==> src/rtl/uart_pkg.sv <==
// -----------------------------------------------------------------------------
// uart_pkg
// Definitions shared by the UART receiver and the future transmitter.
//   - uart_state_e      : receiver FSM state encoding
//   - UART_*_MIN/_MAX   : legal ranges of the configuration parameters
//   - uart_params_legal : constant function used to check a configuration
//                         when the design is elaborated
// -----------------------------------------------------------------------------
package uart_pkg;

    typedef enum logic [2:0] {
        ST_IDLE      = 3'd0,
        ST_START     = 3'd1,
        ST_DATA      = 3'd2,
        ST_PARITY    = 3'd3,
        ST_STOP      = 3'd4,
        ST_WAIT_HIGH = 3'd5
    } uart_state_e;

    localparam int UART_DATA_BITS_MIN  = 5;
    localparam int UART_DATA_BITS_MAX  = 9;
    localparam int UART_OVERSAMPLE_MIN = 8;
    localparam int UART_OVERSAMPLE_MAX = 32;
    localparam int UART_STOP_BITS_MIN  = 1;
    localparam int UART_STOP_BITS_MAX  = 2;

    // Returns 1 when every configuration parameter is inside its legal range.
    function automatic logic uart_params_legal(input int data_bits,
                                               input int oversample,
                                               input int stop_bits,
                                               input int parity_odd);
        return (data_bits  >= UART_DATA_BITS_MIN)  && (data_bits  <= UART_DATA_BITS_MAX)  &&
               (oversample >= UART_OVERSAMPLE_MIN) && (oversample <= UART_OVERSAMPLE_MAX) &&
               ((oversample % 2) == 0) &&
               (stop_bits  >= UART_STOP_BITS_MIN)  && (stop_bits  <= UART_STOP_BITS_MAX)  &&
               ((parity_odd == 0) || (parity_odd == 1));
    endfunction

endpackage

==> src/rtl/uart_sync2.sv <==
// -----------------------------------------------------------------------------
// uart_sync2
// Two-flop synchronizer for an asynchronous, idle-high serial line.
// Both flops reset to 1 so that the line looks idle straight out of reset.
//   clk : system clock
//   rst : synchronous, active-high reset
//   d   : asynchronous input
//   q   : synchronized output (two clk cycles of latency)
// -----------------------------------------------------------------------------
module uart_sync2 (
    input  logic clk,
    input  logic rst,
    input  logic d,
    output logic q
);

    logic meta_q;
    logic sync_q;

    // Two-stage capture of the asynchronous input.
    always_ff @(posedge clk) begin
        if (rst) begin
            meta_q <= 1'b1;
            sync_q <= 1'b1;
        end else begin
            meta_q <= d;
            sync_q <= meta_q;
        end
    end

    assign q = sync_q;

endmodule

==> src/rtl/uart_rx_cfg.sv <==
// -----------------------------------------------------------------------------
// uart_rx_cfg
// Oversampling UART receiver with configurable payload width, oversampling
// ratio, stop-bit count and optional parity checking.
//
// Build option: define UART_RX_PARITY_EN to include the PARITY state and the
// parity check; without it STOP follows DATA and parity_err is constant 0.
//
// Parameters
//   DATA_BITS  : payload bits per frame (5..9)
//   OVERSAMPLE : baud_tick pulses per bit period (even, 8..32)
//   STOP_BITS  : stop bits checked per frame (1 or 2)
//   PARITY_ODD : 0 = even parity, 1 = odd parity
// Ports
//   clk          : system clock
//   rst          : synchronous, active-high reset
//   baud_tick    : one-clk pulse at OVERSAMPLE x baud rate
//   rx           : asynchronous serial line, idle high
//   rx_done_tick : one-clk pulse when a frame completes
//   data_out     : last received payload (first bit on the line in bit 0)
//   frame_err    : a stop bit was sampled low in the last frame
//   parity_err   : parity mismatch in the last frame
//   busy         : high whenever the receiver is not in IDLE
// -----------------------------------------------------------------------------
module uart_rx_cfg
    import uart_pkg::*;
#(
    parameter int DATA_BITS  = 8,
    parameter int OVERSAMPLE = 16,
    parameter int STOP_BITS  = 1,
    parameter int PARITY_ODD = 0
) (
    input  logic                 clk,
    input  logic                 rst,
    input  logic                 baud_tick,
    input  logic                 rx,
    output logic                 rx_done_tick,
    output logic [DATA_BITS-1:0] data_out,
    output logic                 frame_err,
    output logic                 parity_err,
    output logic                 busy
);

    localparam int TICK_W = $clog2(OVERSAMPLE);
    localparam int BIT_W  = 4;

    localparam logic [TICK_W-1:0] TICK_MID       = TICK_W'(OVERSAMPLE / 2 - 1);
    localparam logic [TICK_W-1:0] TICK_LAST      = TICK_W'(OVERSAMPLE - 1);
    localparam logic [TICK_W-1:0] TICK_ONE       = TICK_W'(1);
    localparam logic [BIT_W-1:0]  BIT_LAST_DATA  = BIT_W'(DATA_BITS - 1);
    localparam logic [BIT_W-1:0]  BIT_LAST_STOP  = BIT_W'(STOP_BITS - 1);
    localparam logic [BIT_W-1:0]  BIT_ONE        = BIT_W'(1);

    // An illegal configuration leaves this named scope in the elaborated
    // hierarchy, which makes it easy to spot in a netlist or hierarchy dump.
    if (!uart_params_legal(DATA_BITS, OVERSAMPLE, STOP_BITS, PARITY_ODD)) begin : g_illegal_params
    end

    logic rx_s;

    uart_state_e             state_q,     state_d;
    logic [TICK_W-1:0]       tick_q,      tick_d;
    logic [BIT_W-1:0]        bit_q,       bit_d;
    logic [DATA_BITS-1:0]    shift_q,     shift_d;
    logic                    ferr_acc_q,  ferr_acc_d;
    logic                    done_q,      done_d;
    logic [DATA_BITS-1:0]    data_q,      data_d;
    logic                    frame_err_q, frame_err_d;
    logic                    busy_q;
`ifdef UART_RX_PARITY_EN
    logic                    par_acc_q,    par_acc_d;
    logic                    parity_err_q, parity_err_d;

    // 1 when the payload plus received parity bit disagree with the chosen sense.
    function automatic logic parity_mismatch(input logic [DATA_BITS-1:0] d,
                                             input logic                 p);
        logic odd_sense;
        odd_sense = (PARITY_ODD != 0) ? 1'b1 : 1'b0;
        return (^{d, p}) != odd_sense;
    endfunction
`endif

    uart_sync2 u_sync (
        .clk (clk),
        .rst (rst),
        .d   (rx),
        .q   (rx_s)
    );

    // Next-state and datapath decode for the receive FSM.
    always_comb begin
        state_d     = state_q;
        tick_d      = tick_q;
        bit_d       = bit_q;
        shift_d     = shift_q;
        ferr_acc_d  = ferr_acc_q;
        done_d      = 1'b0;
        data_d      = data_q;
        frame_err_d = frame_err_q;
`ifdef UART_RX_PARITY_EN
        par_acc_d    = par_acc_q;
        parity_err_d = parity_err_q;
`endif
        case (state_q)
            ST_IDLE: begin
                if (!rx_s) begin
                    tick_d  = '0;
                    state_d = ST_START;
                end else begin
                    state_d = ST_IDLE;
                end
            end
            ST_START: begin
                if (baud_tick) begin
                    if (tick_q == TICK_MID) begin
                        if (rx_s) begin
                            // Line went back high before mid-bit: a glitch.
                            state_d = ST_IDLE;
                        end else begin
                            tick_d     = '0;
                            bit_d      = '0;
                            ferr_acc_d = 1'b0;
`ifdef UART_RX_PARITY_EN
                            par_acc_d  = 1'b0;
`endif
                            state_d    = ST_DATA;
                        end
                    end else begin
                        tick_d = tick_q + TICK_ONE;
                    end
                end else begin
                    tick_d = tick_q;
                end
            end
            ST_DATA: begin
                if (baud_tick) begin
                    if (tick_q == TICK_LAST) begin
                        tick_d = '0;
                        // Shift in at the MSB so the first bit lands in bit 0.
                        shift_d = {rx_s, shift_q[DATA_BITS-1:1]};
                        if (bit_q == BIT_LAST_DATA) begin
                            bit_d = '0;
`ifdef UART_RX_PARITY_EN
                            state_d = ST_PARITY;
`else
                            state_d = ST_STOP;
`endif
                        end else begin
                            bit_d = bit_q + BIT_ONE;
                        end
                    end else begin
                        tick_d = tick_q + TICK_ONE;
                    end
                end else begin
                    tick_d = tick_q;
                end
            end
`ifdef UART_RX_PARITY_EN
            ST_PARITY: begin
                if (baud_tick) begin
                    if (tick_q == TICK_LAST) begin
                        tick_d    = '0;
                        par_acc_d = parity_mismatch(shift_q, rx_s);
                        state_d   = ST_STOP;
                    end else begin
                        tick_d = tick_q + TICK_ONE;
                    end
                end else begin
                    tick_d = tick_q;
                end
            end
`endif
            ST_STOP: begin
                if (baud_tick) begin
                    if (tick_q == TICK_LAST) begin
                        tick_d = '0;
                        if (bit_q == BIT_LAST_STOP) begin
                            // Last stop sample: publish the whole frame at once.
                            bit_d       = '0;
                            done_d      = 1'b1;
                            data_d      = shift_q;
                            frame_err_d = ferr_acc_q | ~rx_s;
`ifdef UART_RX_PARITY_EN
                            parity_err_d = par_acc_q;
`endif
                            state_d = rx_s ? ST_IDLE : ST_WAIT_HIGH;
                        end else begin
                            ferr_acc_d = ferr_acc_q | ~rx_s;
                            bit_d      = bit_q + BIT_ONE;
                        end
                    end else begin
                        tick_d = tick_q + TICK_ONE;
                    end
                end else begin
                    tick_d = tick_q;
                end
            end
            ST_WAIT_HIGH: begin
                // A held-low line (break) must not start another frame.
                if (rx_s) begin
                    state_d = ST_IDLE;
                end else begin
                    state_d = ST_WAIT_HIGH;
                end
            end
            default: begin
                state_d = ST_IDLE;
            end
        endcase
    end

    // State, counters and registered outputs.
    always_ff @(posedge clk) begin
        if (rst) begin
            state_q     <= ST_IDLE;
            tick_q      <= '0;
            bit_q       <= '0;
            shift_q     <= '0;
            ferr_acc_q  <= 1'b0;
            done_q      <= 1'b0;
            data_q      <= '0;
            frame_err_q <= 1'b0;
            busy_q      <= 1'b0;
`ifdef UART_RX_PARITY_EN
            par_acc_q    <= 1'b0;
            parity_err_q <= 1'b0;
`endif
        end else begin
            state_q     <= state_d;
            tick_q      <= tick_d;
            bit_q       <= bit_d;
            shift_q     <= shift_d;
            ferr_acc_q  <= ferr_acc_d;
            done_q      <= done_d;
            data_q      <= data_d;
            frame_err_q <= frame_err_d;
            busy_q      <= (state_d != ST_IDLE);
`ifdef UART_RX_PARITY_EN
            par_acc_q    <= par_acc_d;
            parity_err_q <= parity_err_d;
`endif
        end
    end

    assign rx_done_tick = done_q;
    assign data_out     = data_q;
    assign frame_err    = frame_err_q;
    assign busy         = busy_q;
`ifdef UART_RX_PARITY_EN
    assign parity_err   = parity_err_q;
`else
    assign parity_err   = 1'b0;
`endif

endmodule
==> config.mk <==
export PLATFORM = sky130hd
export DESIGN_NAME = uart_rx_cfg
export DESIGN_NICKNAME = d
export VERILOG_FILES = /design/src/rtl/uart_pkg.sv /design/src/rtl/uart_sync2.sv /design/src/rtl/uart_rx_cfg.sv
export SDC_FILE = /design/constraint.sdc
export NUM_CORES = 1
export LEC_CHECK = 0
export BUFFER_PORTS_ARGS = -buffer_cell sky130_fd_sc_hd__buf_2
export CORE_MARGIN = 2
export CORE_UTILIZATION = 65
export CTS_BUF_LIST = sky130_fd_sc_hd__clkbuf_4 sky130_fd_sc_hd__clkbuf_8
export DETAILED_ROUTE_END_ITERATION = 12
export GPL_ROUTABILITY_DRIVEN = 0
export PLACE_DENSITY = 0.95
export SKIP_CTS_REPAIR_TIMING = 1
export SYNTH_ARGS = -nofsm -noshare
export SYNTH_HDL_FRONTEND = slang
export SYNTH_SLANG_ARGS = --single-unit
==> constraint.sdc <==
create_clock -name clk -period 5.2 [get_ports clk]
set_input_delay 0 -clock clk [delete_from_list [all_inputs] [get_ports clk]]
set_output_delay 0 -clock clk [all_outputs]
set_load 0.05 [all_outputs]
# Yosys cells after proc, flatten, opt, wreduce, memory -nomap -nowiden
# Index checks and enable logic that the tools add are counted.
# W data, S select, Z words.
# totals
out_inout_bits	12
latch_bits	0
mem_bits_ro	0
n_memories	0
regBits	33
ram_bits	0
# op_classes
shifts	0
multipliers	0
bitwise_logic	5
n_addsub	2
div_mod_pow	0
n_eq_ne	16
n_lt_le_gt_ge	0
n_reduce_logical	13
n_mux	36
# ops
cell	n
$mux W4	14
$mux W3	9
$pmux W4 S3	2
$ne A2 B2 Y1 const B	8
$pmux W3 S5	1
$reduce_bool A3 Y1	3
$add A4 B1 Y4 const B	2
$eq A4 B3 Y1 const B	2
$mux W1	8
$reduce_and A8 Y1	1
$reduce_and A7 Y1	1
$eq A3 B3 Y1 const B	2
$reduce_and A3 Y1	2
$eq A4 B4 Y1 const B	1
$logic_not A4 Y1	1
$not A1 Y1	4
$reduce_and A4 Y1	1
$reduce_or A4 Y1	1
$eq A3 B1 Y1 const B	1
$eq A3 B2 Y1 const B	1
$logic_not A3 Y1	1
$mux W2	1
$ne A2 B1 Y1 const B	1
$pmux W1 S2	1
3 further kinds	3

# Longest topological paths before layout
# Gate-level depths: netlist (run 1).
# depth
ltp_word	6
ltp_mapped	7
ltp_nobuf	6

# By module
# From an unflattened synthesis (run 1), not the netlist that was laid out.
# unflattened
hier_cells	182
hier_area_um2	1675.4
# modules_own_cells
module	area_each_um2	n_inst	cells_each
uart_rx_cfg	1622.8	1	178
uart_sync2	52.6	1	4

# Worst setup path after synthesis (run 1)
# OpenSTA, ideal clock, no wires.
# synth_path
path_kind	register to register
from	register tick_q[0]
to	register frame_err_q (netlist: frame_err)
arrival_time_ps	1602
stages_incl_launch_ff	8
path_slack_ps	3510
t_required_ps	5112
n_path_buf	2
cell_sequence	dfxtp_1 > ha_1 > clkbuf_1 > nand4_4 > nor3_4 > buf_6 > nor2_2 > a311oi_2
# synth_via
elab_chain_len	2
# synth_lines
item	line	text
start: declaration	uart_rx_cfg.sv:62	logic [TICK_W-1:0] tick_q, tick_d;
start signal: assignment	uart_rx_cfg.sv:230	tick_q <= tick_d;
$eq A4 B4 Y1	uart_rx_cfg.sv:175	if (tick_q == TICK_LAST) begin
$reduce_and A4 Y1 (no source line)	n/a	
end signal: assignment	uart_rx_cfg.sv:236	frame_err_q <= frame_err_d;
end: declaration	uart_rx_cfg.sv:68	logic frame_err_q, frame_err_d;
# Every way passes these cells.
# A chain may end at the register's enable or synchronous reset.

# Worst setup path in the final report (run 1)
# layout_path
from	register state_q[2]
to	register data_q[0] (netlist: data_out[0])
# layout_via
elab_chain_len	2
# layout_lines
item	line	text
start: declaration	uart_rx_cfg.sv:61	uart_state_e state_q, state_d;
start signal: assignment	uart_rx_cfg.sv:229	state_q <= state_d;
$eq A3 B3 Y1	uart_rx_cfg.sv:104	case (state_q)
$reduce_and A4 Y1 (no source line)	n/a	
end signal: assignment	uart_rx_cfg.sv:235	data_q <= data_d;
end: declaration	uart_rx_cfg.sv:67	logic [DATA_BITS-1:0] data_q, data_d;
# Every way passes these cells.

==> results of run 1 <==
==> state kept, by name (all words and copies together) (netlist names) <==
name           cells
bit_q              4
frame_err          1
u_sync.meta_q      1
ferr_acc_q         1
data_out           8
tick_q             4
state_q            3
u_sync.q           1
shift_q            8
rx_done_tick       1
busy               1
==> power by group <==
part	leakage (nW)	switching, mW	internal, mW	total [mW]
Clock	0.0489	0.0878	0.120	0.208
Sequential	0.266	0.00321	0.254	0.258
Combinational	0.378	0.0135	0.00715	0.0207
Total	0.694	0.105	0.382	0.486
==> layout make-up <==
| type | count | area [um^2] |
|---|---|---|
| fillers | 174 | 652 |
| inverters | 6 | 22.5 |
| repair buffers | 15 | 80.1 |
| multi-input cells | 127 | 913 |
| clock inverters | 1 | 30.0 |
| well taps | 30 | 37.5 |
| clock buffers | 7 | 58.8 |
| flip-flops and latches | 33 | 661 |
==> logic make-up (layout without fill, tap and decap cells) <==
logic type	count (synthesis)	after routing	synth area share (%)
compound gates	33	33	13.5
xor+xnor	5	5	2.61
fa+ha+maj	3	3	2.24
buf+inv	20	29	6.26
flops	33	33	39.3
mux	17	17	10.2
other cells	1	1	0.223
simple gates	68	68	25.6
==> how the worst max path moves through the flow <==
stage | startpoint | endpoint | slack, ps | cells past startpoint
6_report | state_q[2]$_SDFF_PP0_ | data_out[0]$_SDFFE_PP0P_ | 3110 | 4
5_1_grt | state_q[2]$_SDFF_PP0_ | data_out[2]$_SDFFE_PP0P_ | 2980 | 4
4_1_cts | state_q[2]$_SDFF_PP0_ | data_out[0]$_SDFFE_PP0P_ | 3100 | 4
3_5_place_dp | state_q[2]$_SDFF_PP0_ | data_out[0]$_SDFFE_PP0P_ | 3110 | 4
3_3_place_gp | state_q[2]$_SDFF_PP0_ | data_out[7]$_SDFFE_PP0P_ | 3210 | 4
2_1_floorplan | tick_q[0]$_SDFFE_PP0P_ | frame_err$_SDFFE_PP0P_ | 3510 | 7
==> per-layer routing <==
layer | GRT usage [%] | wire length [um]
met1 | 33.2 | 1380
met2 | 42.9 | 1670
met3 | 9.02 | 219
met4 | 8.75 | 50
met5 | 0 | 0
==> through the flow <==
stage	cell area [um^2]	utilization (%)	setup WS [ps]
2_1_floorplan	1680	-	3510
3_3_place_gp	1700	69.4	3210
3_5_place_dp	1700	69.4	3110
4_1_cts	1790	73.0	3100
5_1_grt	1800	73.4	2980
6_report	1800	73.4	3110
==> worst reg2reg max path: cells and delay by family, from the launching register on <==
family	cells	cell delay (ps)
DFF	1	600
muxes	1	290
and+or+nand+nor	3	1090
==> synthesized netlist by cell type (all sizes together), types with 3 or more instances <==
cell type / n
o22ai: 3
inv: 6
nor2: 24
o21ai: 9
nand3: 5
clkbuf: 6
mux2i: 16
dfxtp: 33
buf: 8
or2: 3
nand4: 6
nand2b: 6
xnor2: 3
a21oi: 8
ha: 3
or3b: 3
nor3b: 5
a311oi: 3
==> summary.txt, run 1 <==
Run status
  • Outcome: finished, final reports clean

Critical path
  • Slowest cell on crit path: dfxtp_1
  • Critical-path cell list: or3b_4 > nor3_4 > mux2i_1 > nor2_1
  • Crit end category: flop
  • Cell family with most CP delay: simple AND/OR/NAND/NOR gates
  • R2r setup slk: 3110 ps
  • Reg2reg start: state_q[2]$_SDFF_PP0_
  • Setup crit start kind: flop
  • WP buf/inv: 0
  • Crit path max fanout: 14
  • Worst EP arrival: 2310 ps
  • CP Class: flop to flop
  • Data required, critical path: 5420 ps
  • RR Endpoint: data_out[0]$_SDFFE_PP0P_
  • FF-to-FF path depth: 4
  • CP max stage delay: 600 ps

STA
  • Final setup skew: 23.7 ps
  • FMAX: 479 MHz
  • Min Tclk post-route: 2090 ps
  • Relative slew slack: 59.8%
  • Final Hold Viols: 0
  • Slew at the pin with the worst max-slew slack: 600 ps
  • Setup TNS: 0 ps
  • Hold WS: 113 ps
  • Final setup vio count: 0
  • Slew Limit Fails: 0
  • Final worst-path cycle share: 40.1%
  • RSZ-0062 raised after global routing: no

Global routing
  • Gr usage total: 26.6%
  • First-pass GRT wire length: 5650 um
  • Largest net degree at the start of global routing: 33
  • Grt ovf: 0
  • Initial antenna violation count: 0
  • Vias in the first global route: 1222

Final layout
  • Commonest cells after routing, fill and taps aside: dfxtp_1, nor2_1, mux2i_1
  • Antenna Diode Count: 0
  • Share of cells above drive strength 1: 18.0%
  • Most common cell after layout, fill and taps aside: dfxtp_1
  • Layout Cells excl Fill: 219
  • Nets: 195
  • Syn-to-layout area delta: 7.38%

Logic synthesis
  • EDFF count, synth: 0
  • Synthesized cell area: 1680 um^2
  • Yosys top cell by area: dfxtp_1
  • Synth warn: 0
  • Seq/Total Area, Yosys: 39.3%
  • Synth cell types: 49
  • Synth Flop Type: dfxtp_1
  • Post-synth ARST share: 0%
  • Syn_area_per_cell: 9.33 um^2
  • Syn nets: 187
  • Top-area cell type share of the netlist area: 39.3%
  • Synth Instances: 180
  • FF+latch count, synth: 33
  • Ranking of synthesized cells by area: dfxtp_1, mux2i_1, nor2_1, o21ai_0, a21oi_1

Clock tree
  • CTS Buf Count: 5
  • TritonCTS clock tree: done
  • Worst skew pair latency: 360 ps
  • Root buf cell: clkbuf_4
  • H-tree level count: 2
  • Clock input transition at the sequential cells of the worst setup and hold paths: 100 ps
  • Clock Sinks: 33
  • CTS Buffer Depth: 2

Power
  • LEAKAGE: 0.694 nW
  • Pwr dens: 270 nW/um^2
  • Peak VDD IR: 0.292 mV
  • Total power: 486 uW

Die
  • Die H: 54.8 um
  • Die area: 3010 um^2
  • Initial Utilization: 68.4%
  • CORE AREA: 2450 um^2
  • Row Count: 18
  • I/O pin cnt: 16
  • Chip Width: 54.8 um

Detailed routing
  • Initial DRC Count: 43
  • DRC errors left: 0
  • Drt pass-1 iters: 4
  • Final wirelength: 3320 um
  • Via-to-Cell Ratio: 6.19
  • Via Count: 1356
  • Post-DRT Antenna Nets: 0
  • Post-DR wirelength/cell: 15.2 um

Place
  • IO buf count: 14
  • Total instance count after detailed placement: 210
  • Detailed placer's ending HPWL: 2250 um

Hold path
  • Hold Path Depth: 2
  • Worst min path class: input pin to flop
  • Hold Crit Start: rst
  • Hold Path Sink: shift_q[3]$_SDFFE_PP0P_

Run
  • Max cap viols: 0
No activity file was read; power rests on OpenSTA's default activity.
==> inputs of run 2 (changes only) <==
Settings changed: ABC_AREA from default to 1, CORE_UTILIZATION 65 to 61, PLACE_DENSITY 0.95 to 0.92.
Clock period 5.2 ns to 2.16 ns, I/O delays scaled along.
==> run 2 against run 1 <==
Compared with the run above:
- global-route usage down 3.9 points
- cell count up 38%
- worst hold slack better by 12 ps
- critical path type unchanged
==> summary.txt, run 2 <==
Run status
  • Outcome: finished, final reports clean

Final layout
  • Nets: 277
  • Most common cell after layout, fill and taps aside: nand2_1
  • # fillers: 223
  • Final instance area: 1880 um^2
  • Antenna Diode Count: 0
  • Syn-to-layout area delta: 10.8%
  • Commonest cells after routing, fill and taps aside: nand2_1, nor2_1, dfxtp_1
  • Share of cells above drive strength 1: 16.6%

Critical path
  • WP buf/inv: 0
  • Cell family with most CP delay: simple AND/OR/NAND/NOR gates
  • Worst EP arrival: 1960 ps
  • CP Class: flop to flop
  • Crit path max fanout: 18
  • Slowest cell on crit path: dfxtp_1
  • Critical-path cell list: ha_1 > nand3_2 > nor2_4 > nand3_2 > o21ai_0 > a21oi_1
  • Setup crit start kind: flop
  • Cell mode on critical path: nand3_2
  • CP max stage delay: 390 ps
  • Data required, critical path: 2390 ps
  • Crit end category: flop

Global routing
  • Grt ovf: 0
  • Gr usage total: 22.8%
  • Vias in the first global route: 1328
  • First-pass GRT wire length: 5690 um
  • Largest net degree at the start of global routing: 27
  • Initial antenna violation count: 0

STA
  • Slew Limit Fails: 0
  • Relative slew slack: 56.9%
  • Final Hold Viols: 0
  • Setup TNS: 0 ps
  • Min Tclk post-route: 1730 ps
  • RSZ-0062 raised after global routing: no
  • Slew at the pin with the worst max-slew slack: 646 ps
  • Final setup vio count: 0
  • FMAX: 577 MHz
  • Final worst-path cycle share: 80.2%
  • Final setup skew: 21.5 ps

Logic synthesis
  • Synth top cells by count: nand2_1, nor2_1, dfxtp_1
  • Ranking of synthesized cells by area: dfxtp_1, nand2_1, nor2_1, nand3_1, inv_1
  • Synth Flop Type: dfxtp_1
  • Syn_area_per_cell: 6.73 um^2
  • Yosys top cell by area: dfxtp_1
  • FF+latch count, synth: 33
  • Post-synth ARST share: 0%
  • Seq/Total Area, Yosys: 39.0%
  • Synth warn: 0
  • Synth Instances: 252
  • Syn nets: 259
  • EDFF count, synth: 0
  • Synth cell types: 24
  • Top-area cell type share of the netlist area: 39.0%
  • Synthesized cell area: 1700 um^2
  • Cell with the most instances after synthesis: nand2_1

Die
  • I/O pin cnt: 16
  • Initial Utilization: 63.1%
  • CORE AREA: 2690 um^2
  • Die H: 56.7 um
  • Row Count: 19
  • Die area: 3220 um^2
  • Chip Width: 56.7 um

Run
  • Max cap viols: 0

Place
  • DP Area: 1770 um^2
  • IO buf count: 14
  • Detailed placer's ending HPWL: 2410 um

Detailed routing
  • Drt pass-1 iters: 5
  • Final wirelength: 3370 um
  • Post-DR wirelength/cell: 11.1 um
  • Initial DRC Count: 63
  • DRC errors left: 0
  • Via-to-Cell Ratio: 5.22
  • Post-DRT Antenna Nets: 0
  • Via Count: 1575

Clock tree
  • Worst skew pair latency: 330 ps
  • H-tree level count: 2
  • Root buf cell: clkbuf_4
  • CTS Buf Count: 5
  • TritonCTS clock tree: done
  • Clock Sinks: 33
  • Clock input transition at the sequential cells of the worst setup and hold paths: 110 ps
  • CTS Buffer Depth: 2

Power
  • Total power: 1.22 mW
  • Pwr dens: 650 nW/um^2
  • LEAKAGE: 0.907 nW
  • Peak VDD IR: 0.625 mV

Hold path
  • Worst min path class: input pin to flop
[run 2: final timing paths]
kind                            depth (start not counted)  slack (ps)                  endpoint                      from
worst max-delay path                                    6         430  data_out[2]$_SDFFE_PP0P_    tick_q[0]$_SDFFE_PP0P_
worst min-delay path                                    5         120     state_q[1]$_SDFF_PP0_                 baud_tick
worst max register to register                          6         430  data_out[2]$_SDFFE_PP0P_    tick_q[0]$_SDFFE_PP0P_
worst min register to register                          1         410       u_sync.q$_SDFF_PP1_  u_sync.meta_q$_SDFF_PP1_
[run 2: cell families after synthesis]
logic type | count (synthesis) | share of synthesized area [%]
AO/OA/AOI/OAI | 34 | 10.7
buffers and inverters | 42 | 10.2
AND/OR/NAND/NOR | 137 | 36.7
XOR/XNOR | 2 | 1.03
adder cells (fa/ha/maj) | 3 | 2.21
flip-flops | 33 | 39.0
other | 1 | 0.221
[run 2: per-layer routing]
metal | GRT usage [%] | share of wire [%]
met5 | 0 | 0
met4 | 9.86 | 2.6
met3 | 6.45 | 4.4
met2 | 36.7 | 46
met1 | 28.1 | 47
[run 2: area by class of cell]
cell class                 count  area, um^2  area share [%]
inverter                      37         139            7.39
clock inverter                 1        30.0            1.60
tap                           31        38.8            2.06
sequential                    33         661            35.2
multi-input combinational    177         862            45.9
clock buffer                   7        58.8            3.13
timing repair buffer          16        90.1            4.79
[run 2: tightest hold or removal path, stage by stage]
cell and delay (ps):
buf_2 130, nand2_1 110, o21ai_1 70, nand2_1 70
inv_1 40
[run 2: power breakdown]
part / switching [mW] / internal (mW) / total [mW] / leakage [nW]
logic: 0.0657 / 0.0334 / 0.0991 / 0.591
registers: 0.0108 / 0.618 / 0.629 / 0.267
clock network: 0.204 / 0.289 / 0.493 / 0.0489
[run 2: per-stage QoR]
stage	instances	hold WS (ps)	utilization (%)	setup slack, ps
after floorplan	252	69.1	-	743
after global placement	292	184	65.9	570
after detailed placement	292	186	65.9	446
after CTS	300	-152	69.2	434
after global routing	302	143	70.0	224
final	302	124	70.0	427
==> inputs of run 3 (changes only) <==
Settings changed: ABC_AREA 1 to 0.
Clock period 2.16 ns to 1.6 ns, I/O delays scaled along.
==> run 3 against run 2 <==
Compared with the run above:
- the flow now finishes with violations (negative setup slack)
- critical path depth decreased by 1
- worst hold slack got worse by 120 ps
- combinational power decreased by 12%
- power increased by 42%
- sequential cell count unchanged
- global-route usage increased by 4.1 points
- routed wire length increased by 27%
- clock skew decreased by 12 ps
- via count decreased by 5.1%
- setup slack got worse by 580 ps
- non-clock buffer count increased by 14
- critical endpoint is now tick_q[0]$_SDFFE_PP0P_
- largest cell class unchanged
==> summary.txt, run 3 (same netlist as run 1, synthesis figures left out) <==
Run status
  • Outcome: finished, violations left
  • Failing checks: negative setup slack

Detailed routing
  • Final wirelength: 4260 um
  • Initial DRC Count: 106
  • Met3 WL: 282 um
  • Top layer reached by signal wires: met4
  • Via-to-Cell Ratio: 6.36
  • Met2 routed WL: 2160 um
  • Post-DRT Antenna Nets: 0
  • Drt pass-1 iters: 7
  • M1 wire length: 1670 um
  • DRC errors left: 0
  • Post-DR wirelength/cell: 18.1 um
  • Via Count: 1494

Final layout
  • Final Util: 75.7%
  • Final instance area: 2030 um^2
  • Share of cells above drive strength 1: 29.9%
  • Most common cell after layout, fill and taps aside: dfxtp_1
  • # fillers: 180
  • Nets: 210
  • Commonest cells after routing, fill and taps aside: dfxtp_1, nor2_1, mux2i_1
  • Antenna Diode Count: 0
  • Syn-to-layout area delta: 21.1%

Run
  • Max cap viols: 0

STA
  • Final worst-path cycle share: 109%
  • Final setup vio count: 14
  • PnR worst setup slack: -150 ps
  • FMAX: 571 MHz
  • Final Hold Viols: 0
  • Setup TNS: -1330 ps
  • Min Tclk post-route: 1750 ps
  • Final setup skew: 9.04 ps
  • Slew Limit Fails: 0
  • RSZ-0062 raised after global routing: yes

Global routing
  • Grt ovf: 0
  • First-pass GRT wire length: 6690 um
  • Largest net degree at the start of global routing: 18
  • Initial antenna violation count: 0
  • Gr usage total: 26.9%
  • Vias in the first global route: 1478

Clock tree
  • H-tree level count: 2
  • Clock input transition at the sequential cells of the worst setup and hold paths: 120 ps
  • CTS Buf Count: 5
  • Worst skew pair latency: 360 ps
  • Root buf cell: clkbuf_4
  • TritonCTS clock tree: done
  • CTS Buffer Depth: 2
  • Clock Sinks: 33

Critical path
  • Worst EP arrival: 2050 ps
  • Setup crit start kind: flop
  • CP Class: flop to flop
  • CP max stage delay: 410 ps
  • Critical-path cell list: buf_4 > xor2_1 > a21oi_1 > a311oi_2 > mux2_2
  • Data required, critical path: 1900 ps
  • FF-to-FF path depth: 5
  • RR Endpoint: tick_q[0]$_SDFFE_PP0P_
  • Slowest cell on crit path: a311oi_2
  • Crit path capture: tick_q[0]$_SDFFE_PP0P_
  • Reg2reg start: state_q[0]$_SDFF_PP0_
  • CP Launch Point: state_q[0]$_SDFF_PP0_
  • Crit end category: flop
  • R2r setup slk: -150 ps
  • Crit path max fanout: 8

Power
  • Peak VDD IR: 0.838 mV
  • LEAKAGE: 0.792 nW
  • Logic pwr share: 5.1%
  • Switching Share: 22.3%
  • Clock group share of total power: 46.9%
  • Reg power frac: 48.0%
  • Sw power: 386 uW
  • Internal power: 1.35 mW
  • Pwr dens: 853 nW/um^2

Die
  • CORE AREA: 2690 um^2
  • I/O pin cnt: 16
  • Row Count: 19
  • Die H: 56.5 um
  • Chip Width: 56.5 um
  • Initial Utilization: 62.5%
  • Die area: 3190 um^2

Hold path
  • Worst min path class: input pin to flop

Place
  • DP Area: 1830 um^2
  • IO buf count: 14
  • Detailed placer's ending HPWL: 2760 um
==> run 3: cell count changes in the layout (fill, tap and decap cells not counted), sizes merged, moves of 5 or more <==
cell    previous run  this run
a21oi             14         8
o21ai             20         9
mux2i              0        16
nand2b             0         6
nand3             28         5
nand2             59         2
buf               14        28
nor2              40        24
inv               36         7
nor3b              0         5
==> run 3: how the worst min path moves through the flow <==
| stage | endpoint | start | slack, ps | depth (start not counted) |
|---|---|---|---|---|
| after detailed placement | u_sync.meta_q$_SDFF_PP1_ | rx | 180 | 2 |
| final | data_out[5]$_SDFFE_PP0P_ | rst | 2 | 2 |
| after floorplan | u_sync.meta_q$_SDFF_PP1_ | rx | 100 | 1 |
| after global routing | data_out[6]$_SDFFE_PP0P_ | rst | 10 | 2 |
| after global placement | u_sync.meta_q$_SDFF_PP1_ | rx | 180 | 2 |
| after CTS | u_sync.meta_q$_SDFF_PP1_ | rx | -180 | 2 |
==> run 3: worst max-delay path, delay by kind of cell, from the launching register on <==
family / cells / cell delay, ps
flops: 1 / 400
buf+inv: 1 / 190
compound gates: 2 / 600
xor+xnor: 1 / 280
mux: 1 / 220
==> run 3: cell type report <==
class	count	area [um^2]	share of cell area, %
Inverter	6	22.5	1.11
Sequential cell	33	669	32.9
Tap cell	31	38.8	1.91
Clock buffer	5	37.5	1.85
Clock inverter	3	68.8	3.38
Timing Repair Buffer	30	239	11.8
Multi-Input combinational cell	127	957	47.1
==> run 3: routing by layer <==
layer  track usage, %  vias up
met3             6.22       15
met4             17.7        0
met5                0        -
met2             45.8       79
met1             29.5      709
li1                 -      691
==> run 3: metrics by stage <==
step                      worst slack [ps]  power, mW  hold WS [ps]  std cells
after detailed placement             -86.6      0.930           184        224
after global placement                30.8      0.926           183        224
after global routing                  -192       1.78          10.5        235
after floorplan                       42.0      0.908           104        180
final                                 -150       1.73          2.27        235
after CTS                             -107       1.72          -178        232
==> run 3: power groups by stage <==
stage	Combinational (mW)	Sequential [mW]	Clock, mW
floorplan	0.0538	0.854	0
global placement	0.0749	0.851	0
detailed placement	0.0780	0.852	0
CTS	0.0786	0.833	0.811
global route	0.0931	0.834	0.855
finish	0.0877	0.833	0.814
